[config.mk]
export PLATFORM = sky130hd
export DESIGN_NAME = if_id_stage
export DESIGN_NICKNAME = d
export VERILOG_FILES = /design/src/rtl/if_id_stage.sv
export SDC_FILE = /design/constraint.sdc
export NUM_CORES = 1
export LEC_CHECK = 0
export ABC_AREA = 1
export BUFFER_PORTS_ARGS = -buffer_cell sky130_fd_sc_hd__buf_2
export CAP_MARGIN = 25
export CORE_MARGIN = 5
export CORE_UTILIZATION = 32
export CTS_CLUSTER_SIZE = 24
export DETAILED_ROUTE_END_ITERATION = 10
export GPL_ROUTABILITY_DRIVEN = 0
export GPL_TIMING_DRIVEN = 0
export PLACE_DENSITY_LB_ADDON = 0.3
export SLEW_MARGIN = 30
export SYNTH_ARGS = -nofsm -noshare
export SYNTH_HDL_FRONTEND = slang
export SYNTH_SLANG_ARGS = --single-unit
[constraint.sdc]
create_clock -name clk -period 1 [get_ports clk]
set_input_delay 0.05 -clock clk [delete_from_list [all_inputs] [get_ports clk]]
set_output_delay 0.05 -clock clk [all_outputs]
set_load 0.03 [all_outputs]
[src/rtl/if_id_stage.sv]
// Fetch-to-decode pipeline register.
// Assembles one- and two-word instructions from 16-bit fetch words.
module if_id_stage #(
    parameter int PC_WIDTH = 32
) (
    input  logic                clk,
    input  logic                rst,
    input  logic                freeze_pc,
    input  logic                flush,
    input  logic                mem_valid,
    input  logic [15:0]         instr_word,
    input  logic [PC_WIDTH-1:0] pc_in,
    output logic                id_valid,
    output logic [4:0]          id_opcode,
    output logic [2:0]          id_rsrc,
    output logic [2:0]          id_rdst,
    output logic [15:0]         id_imm,
    output logic [PC_WIDTH-1:0] id_pc,
    output logic                id_busy
);

    typedef enum logic {
        FIRST  = 1'b0,
        SECOND = 1'b1
    } stateT;

    stateT state, stateNext;

    logic [4:0]          holdOpcode, holdOpcodeNext;
    logic [2:0]          holdRsrc, holdRsrcNext;
    logic [2:0]          holdRdst, holdRdstNext;
    logic [PC_WIDTH-1:0] holdPc, holdPcNext;

    logic                validNext;
    logic [4:0]          opcodeNext;
    logic [2:0]          rsrcNext;
    logic [2:0]          rdstNext;
    logic [15:0]         immNext;
    logic [PC_WIDTH-1:0] pcNext;

    logic twoWord;
    assign twoWord = instr_word[0];

    // Next-state, holding and output selection; freeze keeps everything as is.
    always_comb begin
        stateNext      = state;
        holdOpcodeNext = holdOpcode;
        holdRsrcNext   = holdRsrc;
        holdRdstNext   = holdRdst;
        holdPcNext     = holdPc;
        validNext      = id_valid;
        opcodeNext     = id_opcode;
        rsrcNext       = id_rsrc;
        rdstNext       = id_rdst;
        immNext        = id_imm;
        pcNext         = id_pc;

        if (flush) begin
            stateNext      = FIRST;
            holdOpcodeNext = '0;
            holdRsrcNext   = '0;
            holdRdstNext   = '0;
            holdPcNext     = '0;
            validNext      = 1'b0;
            opcodeNext     = '0;
            rsrcNext       = '0;
            rdstNext       = '0;
            immNext        = '0;
            pcNext         = '0;
        end else if (!freeze_pc) begin
            // Bubble unless an instruction completes this cycle.
            validNext  = 1'b0;
            opcodeNext = '0;
            rsrcNext   = '0;
            rdstNext   = '0;
            immNext    = '0;
            pcNext     = '0;
            unique case (state)
                FIRST: begin
                    if (mem_valid && !twoWord) begin
                        validNext  = 1'b1;
                        opcodeNext = instr_word[15:11];
                        rsrcNext   = instr_word[10:8];
                        rdstNext   = instr_word[7:5];
                        pcNext     = pc_in;
                    end else if (mem_valid) begin
                        holdOpcodeNext = instr_word[15:11];
                        holdRsrcNext   = instr_word[10:8];
                        holdRdstNext   = instr_word[7:5];
                        holdPcNext     = pc_in;
                        stateNext      = SECOND;
                    end
                end
                SECOND: begin
                    if (mem_valid) begin
                        validNext  = 1'b1;
                        opcodeNext = holdOpcode;
                        rsrcNext   = holdRsrc;
                        rdstNext   = holdRdst;
                        immNext    = instr_word;
                        pcNext     = holdPc;
                        stateNext  = FIRST;
                    end
                end
                default: stateNext = FIRST;
            endcase
        end
    end

    // Register state, holding fields and all outputs.
    always_ff @(posedge clk) begin
        if (rst) begin
            state      <= FIRST;
            holdOpcode <= '0;
            holdRsrc   <= '0;
            holdRdst   <= '0;
            holdPc     <= '0;
            id_valid   <= 1'b0;
            id_opcode  <= '0;
            id_rsrc    <= '0;
            id_rdst    <= '0;
            id_imm     <= '0;
            id_pc      <= '0;
            id_busy    <= 1'b0;
        end else begin
            state      <= stateNext;
            holdOpcode <= holdOpcodeNext;
            holdRsrc   <= holdRsrcNext;
            holdRdst   <= holdRdstNext;
            holdPc     <= holdPcNext;
            id_valid   <= validNext;
            id_opcode  <= opcodeNext;
            id_rsrc    <= rsrcNext;
            id_rdst    <= rdstNext;
            id_imm     <= immNext;
            id_pc      <= pcNext;
            id_busy    <= (stateNext == SECOND);
        end
    end

endmodule
==> results.txt <==
DR WL/cell: 13.12 um
Total Routing Usage GR: 0.1669
DRT antenna net count: 0
DR pass1 iterations: 4
Die W: 128.3 um
Clock Path Buffers: 2
min-delay src: pc_in[5]
Layout Skew: 0.004941 ns
RSZ-0062 raised after global routing: yes
worst reg2reg path startpoint: state
CORE AREA: 13,830 um2
largest net degree at the start of global routing: 16
fill count: 1,422
DR DRC count: 0
initial antenna violation count: 1
hold path cells: 5
initial detailed-routing violation count: 149
min Tclk post-route: 1.214 ns
yosys warns: 0
R2R Path End: holdPc[31]
Num Clock Sinks: 104
worst slew pin tran: 0.6644 ns
dpl hpwl: 8990 um
pre-CTS worst setup slack: -0.3597 ns
worst hold path class: input pin to register
Max-slew headroom: 0.5571
TritonCTS clock tree: yes
crit-path max FO: 5
worst hold slack: 0.01520 ns
Vias: 4,584
synthesized cell area: 4481 um2
first-pass GRT wire length: 21,850 um
Critical Path RT: 1.24 ns
CP Launch Type: register
max cap viols: 0
Crit. End Element: register
VDD IR max: 0.0008497 V
vias in the first global route: 4,378
Synth Net Count: 748
fmax: 0.8237 GHz
total CTS buffers: 9
Finished Core Util: 0.4646
sequential element share of the synthesized area: 0.4647
Setup CP Type: register to register
Root Buffer: clkbuf_16
Crit path arrival time: 1.46 ns
Syn Area/Cell: 6.447 um2
vias per cell: 4.412
setup slack after layout: -0.2140 ns
layout cells sized above 1: 0.2751
PwrDens: 1404 nW/um2
FF+latch count, synth: 104
grt ovf: 0
Hold Path End: holdPc[5]
failing checks: negative setup slack
Layout Area Growth over Synthesis: 43.37%
I/O pins: 114
R2R depth: 9
Initial Util: 0.3240
final hold vios: 0
area of the multi-input gates: 2217 um2
Die Area: 16,470 um2
Total Wirelength: 13,630 um
Worst R2R Setup Slack: -0.21 ns
outcome: finished with violations
port bufs: 112
pins over their slew limit: 0
leak pwr: 2.883 nW
Mapped Cells: 695
Setup-failing EPs final: 103
Placed Area: 5338 um2
Die Ht: 128.3 um
H-Tree Level Count: 3
Reg clk slew, reported paths: 0.07 ns
num rows: 43
post-route clock period utilization: 1.214
unique cell type count in the Yosys netlist: 17
worst skew pair latency: 0.35 ns
FF+latch area: 2086 um2
Nets: 906
post-route cell area: 6424 um2
==> state kept, by name (all words and copies together) (netlist names) <==
signal	flops
holdOpcode	5
holdPc	32
holdRdst	3
holdRsrc	3
id_imm	16
id_opcode	5
id_pc	32
id_rdst	3
id_rsrc	3
id_valid	1
state	1
==> cell families after synthesis <==
group | after synthesis | share of synthesized area
compound gates | 66 | 0.07372
buf+inv | 91 | 0.09159
flops | 104 | 0.4647
simple gates | 434 | 0.3700
==> worst max-delay path, stage by stage (launching register included) <==
cell and delay, ns:
dfxtp_4 0.37, inv_4 0.07, nand2_4 0.06, nor2_4 0.12, buf_12 0.13, buf_12 0.13, buf_8 0.11, nand2_2 0.04
nand2_1 0.05, nor2_1 0.05
==> per-layer routing <==
metal | vias to the layer above | global-route usage | wire length (um)
met3 | 15 | 0.03404 | 592
met2 | 107 | 0.2694 | 6400
li1 | 2421 | - | -
met4 | 0 | 0.06617 | 189
met5 | - | 0 | 0
met1 | 2041 | 0.2193 | 6446
==> placed cells by master (no fill, tap or decap), types with 3 or more instances in the layout <==
master / netlist / layout
a21oi_2: 0 / 7
clkbuf_16: 0 / 11
clkinv_2: 0 / 3
clkbuf_4: 0 / 3
buf_1: 4 / 4
buf_12: 0 / 6
dfxtp_1: 104 / 103
clkbuf_8: 0 / 4
buf_2: 15 / 115
inv_1: 46 / 45
nand2_2: 1 / 4
a21oi_1: 18 / 11
o21ai_0: 48 / 48
clkbuf_1: 17 / 15
nand3_1: 13 / 11
dlygate4sd3_1: 0 / 16
buf_6: 5 / 8
nor2_1: 216 / 171
nand2_1: 202 / 198
nor2_4: 1 / 11
buf_8: 0 / 10
buf_16: 0 / 3
nor2_2: 1 / 36
buf_4: 2 / 7
==> report_power, final <==
part           total (mW)  leakage, nW  switching (mW)  internal (mW)
combinational        1.28         1.89           0.764          0.521
clock                3.45        0.145            1.56           1.88
sequential           4.28        0.844          0.0483           4.24
total                9.02         2.88            2.38           6.64
==> how the worst max path moves through the flow <==
stage                          to  slack [ns]  cells after the start  start
finish                 holdPc[31]       -0.21                      9  state
global route           holdPc[31]       -0.28                      9  state
CTS                    holdPc[31]       -0.19                      9  state
detailed placement     id_imm[10]       -0.36                      5  flush
global placement       id_imm[10]       -0.36                      5  flush
floorplan           holdOpcode[0]       -0.09                      7  state
==> cells in the mapped netlist <==
master    number  area, um2
nand3_1       13      65.06
nand2_2        1      6.260
nor2_2         1      6.260
inv_6          1      8.760
clkbuf_1      17      63.81
buf_1          4      15.01
dfxtp_1      104       2082
nor2_4         1      11.26
buf_2         15      75.07
buf_4          2      15.01
o21ai_0       48      240.2
nand2_1      202      758.2
inv_2          1      3.750
nor2_1       216      810.8
buf_6          5      56.30
inv_1         46      172.7
a21oi_1       18      90.09
==> layout make-up <==
type / count / area share
Multi-Input combinational cell: 500 / 0.3452
Sequential cell: 104 / 0.3247
Timing Repair Buffer: 147 / 0.1613
Buffer: 43 / 0.05941
Clock buffer: 13 / 0.04207
Tap cell: 180 / 0.03506
Inverter: 48 / 0.02961
Clock inverter: 3 / 0.002337
Antenna cell: 1 / 0.0003896
==> stage by stage <==
| stage | power [mW] | cells | TNS (ns) |
|---|---|---|---|
| floorplan | 5.032 | 695 | -4.008 |
| global placement | 5.394 | 987 | -26.13 |
| detailed placement | 5.392 | 987 | -27.39 |
| CTS | 9.055 | 1038 | -15.42 |
| global route | 9.399 | 1039 | -23.25 |
| finish | 9.016 | 1039 | -16.58 |
==> what timing repair did <==
action	CTS	global route
setup buffers	14	1
setup endpoints to repair	102	107
pin swaps	8	11
hold buffers	16	0
gates cloned	6	1
resized for setup	64	45
endpoints found under the hold margin	16	0
No activity file was read; power rests on OpenSTA's default activity.
